--- src/rtl/branch_predictor_unit.sv ---
// -----------------------------------------------------------------------------
// branch_predictor_unit
//
// Purpose:
//   Direct-mapped branch target buffer with one saturating direction counter
//   per entry. The fetch side reads the table combinationally and produces a
//   predicted direction and next PC. The resolve side trains the table and
//   raises a registered one-cycle misprediction pulse together with the PC
//   that fetch must be redirected to.
//
// Optional feature:
//   BRANCH_PREDICTOR_STATS_EN - when defined, builds two saturating statistics
//   counters (resolved branches, mispredictions). When undefined, no
//   statistics registers exist and both statistics outputs are tied to zero.
//
// Ports:
//   i_clock              clock; all state changes on the rising edge
//   i_reset              asynchronous active-high reset
//   i_enable_etapa       stage enable; 0 freezes the table and statistics
//   i_flush_btb          synchronous invalidate of every entry
//   i_fetch_pc           PC being fetched this cycle
//   o_prediccion_taken   predicted taken for i_fetch_pc (combinational)
//   o_prediccion_dir     predicted next PC for i_fetch_pc (combinational)
//   i_update_valid       a branch resolved this cycle
//   i_update_pc          PC of the resolved branch
//   i_update_target      resolved branch target
//   i_update_taken       resolved direction
//   i_update_pred_taken  direction predicted at fetch for that branch
//   i_update_pred_dir    next PC predicted at fetch for that branch
//   o_mispredict         registered one-cycle misprediction pulse
//   o_flush_dir          registered correct PC for the fetch redirect
//   o_cant_branches      resolved-branch count (0 without stats)
//   o_cant_mispredict    misprediction count (0 without stats)
// -----------------------------------------------------------------------------
module branch_predictor_unit #(
  parameter int CANT_BITS_ADDR     = 11,
  parameter int CANT_ENTRADAS_BTB  = 16,
  parameter int CANT_BITS_CONTADOR = 2,
  parameter int CANT_BITS_REGISTROS = 32
) (
  input  logic                           i_clock,
  input  logic                           i_reset,
  input  logic                           i_enable_etapa,
  input  logic                           i_flush_btb,
  input  logic [CANT_BITS_ADDR-1:0]      i_fetch_pc,
  output logic                           o_prediccion_taken,
  output logic [CANT_BITS_ADDR-1:0]      o_prediccion_dir,
  input  logic                           i_update_valid,
  input  logic [CANT_BITS_ADDR-1:0]      i_update_pc,
  input  logic [CANT_BITS_ADDR-1:0]      i_update_target,
  input  logic                           i_update_taken,
  input  logic                           i_update_pred_taken,
  input  logic [CANT_BITS_ADDR-1:0]      i_update_pred_dir,
  output logic                           o_mispredict,
  output logic [CANT_BITS_ADDR-1:0]      o_flush_dir,
  output logic [CANT_BITS_REGISTROS-1:0] o_cant_branches,
  output logic [CANT_BITS_REGISTROS-1:0] o_cant_mispredict
);

  localparam int IDX   = $clog2(CANT_ENTRADAS_BTB);
  localparam int TAG_W = CANT_BITS_ADDR - IDX;
  localparam int CW    = CANT_BITS_CONTADOR;

  localparam logic [CW-1:0] CNT_MAX  = '1;
  localparam logic [CW-1:0] CNT_MIN  = '0;
  // Freshly allocated entries start weakly taken: only the MSB set.
  localparam logic [CW-1:0] CNT_WEAK = CW'(1) << (CW - 1);

  // ---------------------------------------------------------------------------
  // Table storage. Each entry lives in its own generate block (so reset can
  // clear every field asynchronously); the flattened views below are what the
  // shared read ports use.
  // ---------------------------------------------------------------------------
  logic [CANT_ENTRADAS_BTB-1:0] valid_vec;
  logic [TAG_W-1:0]             tag_arr    [CANT_ENTRADAS_BTB];
  logic [CANT_BITS_ADDR-1:0]    target_arr [CANT_ENTRADAS_BTB];
  logic [CW-1:0]                cnt_arr    [CANT_ENTRADAS_BTB];

  // ---------------------------------------------------------------------------
  // Fetch-side lookup (combinational, reads pre-update contents).
  // ---------------------------------------------------------------------------
  logic [IDX-1:0]            fetch_idx;
  logic [TAG_W-1:0]          fetch_tag;
  logic                      fetch_hit;
  logic                      fetch_taken;
  logic [CANT_BITS_ADDR-1:0] fetch_seq;

  assign fetch_idx   = i_fetch_pc[IDX-1:0];
  assign fetch_tag   = i_fetch_pc[CANT_BITS_ADDR-1:IDX];
  assign fetch_hit   = valid_vec[fetch_idx] && (tag_arr[fetch_idx] == fetch_tag);
  assign fetch_taken = fetch_hit && cnt_arr[fetch_idx][CW-1];
  assign fetch_seq   = i_fetch_pc + CANT_BITS_ADDR'(1);

  assign o_prediccion_taken = fetch_taken;
  assign o_prediccion_dir   = fetch_taken ? target_arr[fetch_idx] : fetch_seq;

  // ---------------------------------------------------------------------------
  // Resolve-side lookup and counter arithmetic.
  // ---------------------------------------------------------------------------
  logic [IDX-1:0]   upd_idx;
  logic [TAG_W-1:0] upd_tag;
  logic             upd_hit;
  logic [CW-1:0]    upd_cnt;
  logic [CW-1:0]    upd_cnt_next;
  logic             table_write;

  assign upd_idx = i_update_pc[IDX-1:0];
  assign upd_tag = i_update_pc[CANT_BITS_ADDR-1:IDX];
  assign upd_hit = valid_vec[upd_idx] && (tag_arr[upd_idx] == upd_tag);
  assign upd_cnt = cnt_arr[upd_idx];

  // Flush wins over a simultaneous update; the disabled stage writes nothing.
  assign table_write = i_enable_etapa && !i_flush_btb && i_update_valid;

  always_comb begin
    upd_cnt_next = upd_cnt;
    if (i_update_taken) begin
      if (upd_cnt != CNT_MAX) upd_cnt_next = upd_cnt + CW'(1);
    end else begin
      if (upd_cnt != CNT_MIN) upd_cnt_next = upd_cnt - CW'(1);
    end
  end

  generate
    for (genvar gi = 0; gi < CANT_ENTRADAS_BTB; gi++) begin : g_entry
      localparam logic [IDX-1:0] ENTRY_IDX = IDX'(gi);

      logic                      valid_reg;
      logic [TAG_W-1:0]          tag_reg;
      logic [CANT_BITS_ADDR-1:0] target_reg;
      logic [CW-1:0]             cnt_reg;
      logic                      sel;

      assign sel = table_write && (upd_idx == ENTRY_IDX);

      always_ff @(posedge i_clock or posedge i_reset) begin
        if (i_reset) begin
          valid_reg  <= 1'b0;
          tag_reg    <= '0;
          target_reg <= '0;
          cnt_reg    <= '0;
        end else if (i_enable_etapa && i_flush_btb) begin
          valid_reg <= 1'b0;
        end else if (sel) begin
          if (upd_hit) begin
            cnt_reg <= upd_cnt_next;
            if (i_update_taken) target_reg <= i_update_target;
          end else if (i_update_taken) begin
            // Miss on a taken branch: claim the slot, evicting any alias.
            valid_reg  <= 1'b1;
            tag_reg    <= upd_tag;
            target_reg <= i_update_target;
            cnt_reg    <= CNT_WEAK;
          end
          // Miss on a not-taken branch leaves the entry untouched.
        end
      end

      assign valid_vec[gi]  = valid_reg;
      assign tag_arr[gi]    = tag_reg;
      assign target_arr[gi] = target_reg;
      assign cnt_arr[gi]    = cnt_reg;
    end
  endgenerate

  // ---------------------------------------------------------------------------
  // Misprediction detection and redirect target.
  // A taken branch is also mispredicted when its predicted target was wrong.
  // ---------------------------------------------------------------------------
  logic                      mis_cond;
  logic [CANT_BITS_ADDR-1:0] correct_dir;

  assign mis_cond = i_update_valid &&
                    ((i_update_pred_taken != i_update_taken) ||
                     (i_update_taken && (i_update_pred_dir != i_update_target)));
  assign correct_dir = i_update_taken ? i_update_target
                                      : i_update_pc + CANT_BITS_ADDR'(1);

  always_ff @(posedge i_clock or posedge i_reset) begin
    if (i_reset) begin
      o_mispredict <= 1'b0;
      o_flush_dir  <= '0;
    end else if (i_enable_etapa) begin
      o_mispredict <= mis_cond;
      // The redirect PC only changes when a branch actually resolves.
      if (i_update_valid) o_flush_dir <= correct_dir;
    end else begin
      o_mispredict <= 1'b0;
    end
  end

  // ---------------------------------------------------------------------------
  // Statistics. Counted even when a flush suppresses the table update.
  // ---------------------------------------------------------------------------
`ifdef BRANCH_PREDICTOR_STATS_EN
  localparam logic [CANT_BITS_REGISTROS-1:0] STAT_MAX = '1;

  logic [CANT_BITS_REGISTROS-1:0] branches_reg;
  logic [CANT_BITS_REGISTROS-1:0] mispredicts_reg;

  always_ff @(posedge i_clock or posedge i_reset) begin
    if (i_reset) begin
      branches_reg    <= '0;
      mispredicts_reg <= '0;
    end else if (i_enable_etapa) begin
      if (i_update_valid && (branches_reg != STAT_MAX))
        branches_reg <= branches_reg + CANT_BITS_REGISTROS'(1);
      if (mis_cond && (mispredicts_reg != STAT_MAX))
        mispredicts_reg <= mispredicts_reg + CANT_BITS_REGISTROS'(1);
    end
  end

  assign o_cant_branches   = branches_reg;
  assign o_cant_mispredict = mispredicts_reg;
`else
  assign o_cant_branches   = '0;
  assign o_cant_mispredict = '0;
`endif

endmodule
--- config.mk ---
export PLATFORM = sky130hd
export DESIGN_NAME = branch_predictor_unit
export DESIGN_NICKNAME = d
export VERILOG_FILES = /design/src/rtl/branch_predictor_unit.sv
export SDC_FILE = /design/constraint.sdc
export NUM_CORES = 1
export LEC_CHECK = 0
export ABC_AREA = 1
export CAP_MARGIN = 40
export CELL_PAD_IN_SITES_DETAIL_PLACEMENT = 1
export CELL_PAD_IN_SITES_GLOBAL_PLACEMENT = 2
export CORE_MARGIN = 1
export CORE_UTILIZATION = 37
export DETAILED_ROUTE_END_ITERATION = 10
export PLACE_DENSITY = 0.86
export SLEW_MARGIN = 10
export SYNTH_ARGS = -nofsm -noshare
export SYNTH_HDL_FRONTEND = slang
export SYNTH_SLANG_ARGS = --single-unit
--- constraint.sdc ---
create_clock -name i_clock -period 30.7 [get_ports i_clock]
set_input_delay 3.07 -clock i_clock [delete_from_list [all_inputs] [get_ports i_clock]]
set_output_delay 3.07 -clock i_clock [all_outputs]
set_load 0.02 [all_outputs]
Yosys cells after proc, flatten, opt, wreduce, memory -nomap -nowiden
Index checks and enable logic that the tools add are counted.

word-level totals
  output and inout port bits = 88
  flip-flop bits (word level) = 348
  bits of input ports = 51
  logic and storage cells = 271

operators by class
  eq/ne operators = 21
  reduce and logical (&&, ||, !) cells = 111
  bitwise gates (word level) = 4
  multiplexer cells = 61
  $lt $le $gt $ge = 4
  add/subtract/negate cells = 4

operator list
  operator                                                    number
  AND reduction 3 bit                                         48
  AND reduction 4 bit                                         16
  binary-select mux 7 bit (select 4 bit)                      2
  binary-select mux 11 bit (select 4 bit)                     1
  2-to-1 mux 11 bit                                           4
  nonzero test 2 bit                                          19
  2-to-1 mux 1 bit                                            37
  equality test 4 bit, second input constant                  8
  2-to-1 mux 7 bit                                            4
  logical AND 1 bit                                           24
  adder 11 x 1 -> 11 bit, second input constant               2
  2-to-1 mux 2 bit                                            9
  binary-select mux 2 bit (select 4 bit)                      2
  equality test 4 x 3 -> 1 bit, second input constant         4
  equality test 7 bit                                         2
  != test 11 bit                                              1
  greater-or-equal comparator 5 bit, second input constant    2
  less-than comparator 4 x 5 -> 1 bit, second input constant  2
  inverter 4 -> 5 bit                                         2
  binary-select mux 1 bit (select 4 bit)                      2
  equality test 4 x 2 -> 1 bit, second input constant         2
  equality test 4 x 1 -> 1 bit, second input constant         1
  zero test 4 bit                                             1
  adder 2 x 1 -> 2 bit, second input constant                 1
  8 further kinds                                             9

Logic depth before layout (Yosys ltp)
  depth after elaboration = 9
  depth in mapped cells = 19
  depth with buffers taken out = 16

Least setup slack after synthesis
Ideal clock, no wire load.

  path type = input port to output port
  start = in i_fetch_pc[0]
  end = out o_prediccion_dir[0]
  path slack = 22.902 ns
  buffers on the path = 3
  stages on the path = 12
  arrival time = 4.728 ns
  data required time = 27.630 ns
  path through = buf_2 -> clkbuf_1 -> o21ai_0 -> o21ai_0 -> nand2_1 -> nand4_1 -> nand2_1 -> o21bai_1 -> nor2_1 -> clkbuf_1 -> nand3_1 -> nand2_1

on the way
  longest elaborated chain between the ends = 8
  elaborated cells on any way between the ends = 17
  classes of those cells = add/sub (1); eq/ne (1); mux (12); bitwise (1); reduce/logical (2)

ends and longest elaborated chain
  what                                                 line        text
  start, declared                                      45          input logic [CANT_BITS_ADDR-1:0] i_fetch_pc,
  inverter 4 -> 5 bit (implied by the code)            90, 91, 95
  binary-select mux 7 bit (select 4 bit)               90          assign fetch_hit = valid_vec[fetch_idx] && (tag_arr[fetch_idx] == fetch_tag);
  2-to-1 mux 7 bit (implied by the code) (2 in a row)  90
  equality test 7 bit                                  90
  logical AND 1 bit                                    90
  logical AND 1 bit                                    91          assign fetch_taken = fetch_hit && cnt_arr[fetch_idx][CW-1];
  2-to-1 mux 11 bit *                                  95          assign o_prediccion_dir = fetch_taken ? target_arr[fetch_idx] : fetch_seq;
  end, declared                                        47          output logic [CANT_BITS_ADDR-1:0] o_prediccion_dir,

Mark *: on every way between the ends. The rest lies on a longest branch, timed or not. The select of a mux whose other input is x is not followed.

Worst setup path after layout
  start = in i_fetch_pc[0]
  end = out o_prediccion_dir[3]

Same word-level chain as after synthesis.

==> summary.md <==
The run finished with clean final reports. The run gives 0.0494 mm^2 as the area of the core. The tools report the sort of element at the start of the critical path as an input pin.

The peak supply drop was 47.2 uV. The timing-limited maximum frequency is 95.6 MHz. The flip-flop count of the largest register after layout was 176. The post-synthesis instance area was 0.0187 mm^2.

The most repeated cell in the gate-level netlist after synthesis is sky130_fd_sc_hd__nand2_1. The floorplan step defined a die boundary enclosing 0.0514 mm^2. The tools report the number of buffers on the longest clock path as 3.

The worst setup path is captured at an output pin. The HPWL after detailed placement was 47,100 um. The most critical setup path has its endpoint at o_prediccion_dir[3]. The tools report the length of the first detailed-routing pass in iterations as 5. Among cell families on the critical path, the largest total delay comes from buffers and inverters.

In this run the power density over the cells is 56.5 mW/mm^2. CTS saw 348 sinks. In the post-synthesis netlist, the biggest area contributors are sky130_fd_sc_hd__dfrtp_1, sky130_fd_sc_hd__nand2_1, sky130_fd_sc_hd__o21ai_0, sky130_fd_sc_hd__nand3_1, sky130_fd_sc_hd__nor2_1. The die height was 227 um. The overall via count from detail_route was 17,365. The run gives 27.4% as the total global routing track utilization. Launching point of the worst reg2reg path: g_entry[2].tag_reg[3]$_DFFE_PP0P_. Routed via count divided by cell count: 5.44. Setup repair after global routing left no endpoint under its margin.

The most used flip-flop cell after synthesis is sky130_fd_sc_hd__dfrtp_1. The total inserted antenna cells is 0, and the worst max-slew margin expressed relative to the limit is 36.8%. In this run, synthesis inferred 0 flip-flops with an integrated enable. The number of top-level pins was 139; the critical path buffer and inverter count was 5. The placer's final routability congestion estimate came out at 0.893. After global routing the overflow that remains totals 0. Mean instance size in the synthesized netlist: 7.41 um^2. In this run the worst hold path is classified as reg -> reg.

For the worst-skew pair, the clock arrives at the later sink with an insertion delay of 590 ps. The fraction of layout cells with a size suffix above 1 was 4.87%; the starting density of the core was 37.8%. In this run the worst setup path begins at i_fetch_pc[0]. Final hold analysis gives a worst-case slack of 473 ps.

Number of unique standard cell types used by synthesis: 40. The die extent in x is 227 um. Via count of the first global-routing pass: 17,510. Cells fill 42.4% of the core in the end. Setup violations remaining at the end of the flow were counted as 0. The critical path is of the in -> out type. The slack of the critical path came out at 20,240 ps. In this run the register-to-register setup slack is 27,690 ps. The run gives 46.7% as the sequential cell area fraction in the yosys report. After clock tree synthesis, the flow added hold-fix buffers numbering 0. Entering global routing, the biggest net connects 90 pins.

Buffers placed on the I/O ports in this run total 74. Synthesis warning total: 0. The clock-pin slew on the worst setup and hold paths works out to 50 ps. Relative to the synthesized area, the layout overhead comes to 12.2%. In this run, CTS created clock tree buffers numbering 41. The number of cell instances on the worst register-to-register path was 14.

The fraction of post-synthesis cell area in the top cell type by area works out to 46.7%. Once detail routing completed, the nets flagged for antenna violations numbered 0. The routed wire length per instance came out at 21.7 um. The share of the clock period used by the worst path after layout is 34.1%, and the max-slew violation total from the final report is 0. After routing, the total negative slack on setup checks comes to 0 ps.

STA puts the critical path data required time at 27,630 ps. The critical register-to-register path endpoint was g_entry[12].tag_reg[0]$_DFFE_PP0P_. After detailed routing, the number of remaining DRC violations is 0. In this run the static leakage power is 0.00983 uW. The total of fill cells in the finished design was 6,181. The critical path runs through a total of 15 cells.

Across the run, the number of max-cap violations was 0. Counting stages on the worst path, the most repeated cell is sky130_fd_sc_hd__nand2_1. At the end of the flow, the number of nets in the layout was 2,554. The logs give 106,000 um for the first-pass GRT wire length and 0 for the count of endpoints failing hold in the final timing report. The worst path in the final design needs a cycle of 10,460 ps, including I/O delays and setup. On the final layout, the worst clock skew is 33.2 ps. The number of placement rows was 81; the async set-or-reset flop fraction in the synthesized netlist was 100%. The count of buffers added by post-CTS timing repair for setup came out at 0. Traced cell by cell, the critical path runs through buf_4 -> buf_4 -> o21ai_0 -> o21ai_0 -> nand2_1 -> nand2_1 -> inv_1 -> nand3_1 -> nand4_1 -> nor2_1 -> buf_4 -> nand2_1 -> nand2_1 -> nand2_1 -> clkdlybuf4s50_1.

TritonCTS built the clock tree. At the pin with the least slew margin, the transition time is 948 ps. Prior to clock tree synthesis, the placed netlist has a worst setup slack of 20,420 ps.

The first routing iteration left 1,141 violations. The total of cells resized after clock tree synthesis was 0. STA puts the critical path data arrival time at 7390 ps.

The synthesized design spends more area on one cell type than any other, namely sky130_fd_sc_hd__dfrtp_1. The total wire length was 69,200 um; the synthesized netlist cell count was 2,518. Number of synthesized register bits: 348. The largest incremental delay on the critical path came out at 830 ps. For this design, the slowest cell found on the critical path is sky130_fd_sc_hd__buf_4.

In this run the number of H-tree levels came out at 2. CTS placed an instance of sky130_fd_sc_hd__clkbuf_16 at the clock tree root. The peak fanout along the critical path is 86. The run gives 1 as the initial antenna violation count. In the synthesized netlist, the cells that appear most often are sky130_fd_sc_hd__nand2_1, sky130_fd_sc_hd__o21ai_0, sky130_fd_sc_hd__dfrtp_1.
## power breakdown
part | total [uW] | internal (uW) | leakage [uW] | switching (uW)
clock network | 495 | 289 | 0.000665 | 206
registers | 519 | 495 | 0.00473 | 24.1
logic | 169 | 52.4 | 0.00443 | 117
## per-stage QoR
| stage | instances | power [uW] | instance area, um^2 |
|---|---|---|---|
| after floorplan | 2581 | 633 | 18900 |
| after global placement | 3106 | 685 | 19400 |
| after detailed placement | 3119 | 694 | 19600 |
| after CTS | 3190 | 1190 | 20900 |
| after global routing | 3190 | 1230 | 20900 |
| final | 3190 | 1180 | 20900 |
## worst reg2reg max path, stage by stage (launching register included)
cell,delay [ps]
sky130_fd_sc_hd__dfrtp_1,360
sky130_fd_sc_hd__inv_1,60
sky130_fd_sc_hd__o21ai_0,270
sky130_fd_sc_hd__nand2_1,90
sky130_fd_sc_hd__nand2_1,90
sky130_fd_sc_hd__nand2_1,50
sky130_fd_sc_hd__nand2_1,190
sky130_fd_sc_hd__nor2_1,70
sky130_fd_sc_hd__nor2_1,110
sky130_fd_sc_hd__nor2_1,70
sky130_fd_sc_hd__nand2_1,110
sky130_fd_sc_hd__nor2_4,60
sky130_fd_sc_hd__nand2_4,290
sky130_fd_sc_hd__nand3_1,660
sky130_fd_sc_hd__o21ai_0,420
## logic make-up (layout without fill, tap and decap cells)
family / Yosys count / in the layout / synth area share [%]
buffers and inverters: 387 / 332 / 9.84
DFF: 348 / 348 / 46.7
and+or+nand+nor: 1142 / 1142 / 25.0
adders and majority gates: 5 / 5 / 0.335
other: 1 / 64 / 0.0201
AOI/OAI and AO/OA: 620 / 620 / 17.5
xor gates and xnor gates: 15 / 15 / 0.704
## layer usage
layer  up-vias  wire [um]  track usage [%]  part of all wire (%)
li1       8071          -                -                     -
met1      8733      30600             36.6                    44
met2       421      32200             44.0                    47
met3       140       3250             3.67                   4.7
met4         0       3120             12.5                   4.5
met5         -          0                0                     0
## cell usage in the layout, fill, tap and decap left out, types with 9 or more instances in the layout
cell                              netlist  final
sky130_fd_sc_hd__o21ai_0              474    474
sky130_fd_sc_hd__o221ai_1              15     15
sky130_fd_sc_hd__o22ai_1               39     39
sky130_fd_sc_hd__a21oi_1               67     67
sky130_fd_sc_hd__nand4_1                9      9
sky130_fd_sc_hd__buf_4                 71     29
sky130_fd_sc_hd__conb_1                 1     64
sky130_fd_sc_hd__nor3_1                11     11
sky130_fd_sc_hd__nand2_1              754    754
sky130_fd_sc_hd__clkbuf_8               0     10
sky130_fd_sc_hd__nand3_1              165    165
sky130_fd_sc_hd__clkbuf_1             106     10
sky130_fd_sc_hd__dfrtp_1              348    348
sky130_fd_sc_hd__o211ai_1              13     13
sky130_fd_sc_hd__inv_1                141    139
sky130_fd_sc_hd__clkdlybuf4s50_1        0     69
sky130_fd_sc_hd__nor2_1               187    187
sky130_fd_sc_hd__xor2_1                14     14
sky130_fd_sc_hd__clkbuf_16              0     41
## final cells by class
cell class / count / area (um^2) / area share (%)
sequential: 348 / 8710 / 41.6
inverter: 151 / 577 / 2.76
clock buffer: 61 / 1200 / 5.74
tap: 664 / 831 / 3.97
timing repair buffer: 110 / 1110 / 5.30
multi-input combinational: 1846 / 8360 / 39.9
clock inverter: 10 / 151 / 0.723
## how the worst min path moves through the flow
stage,cells past startpoint,from,endpoint
global placement,2,g_entry[14].cnt_reg[0]$_DFFE_PP0P_,g_entry[14].cnt_reg[0]$_DFFE_PP0P_
floorplan,2,g_entry[10].cnt_reg[0]$_DFFE_PP0P_,g_entry[10].cnt_reg[0]$_DFFE_PP0P_
global route,2,g_entry[13].target_reg[6]$_DFFE_PP0P_,g_entry[13].target_reg[6]$_DFFE_PP0P_
CTS,2,g_entry[0].cnt_reg[1]$_DFFE_PP0P_,g_entry[0].cnt_reg[1]$_DFFE_PP0P_
finish,2,g_entry[10].cnt_reg[0]$_DFFE_PP0P_,g_entry[10].cnt_reg[0]$_DFFE_PP0P_
detailed placement,2,g_entry[0].cnt_reg[1]$_DFFE_PP0P_,g_entry[0].cnt_reg[1]$_DFFE_PP0P_
No activity file was read; power rests on OpenSTA's default activity.
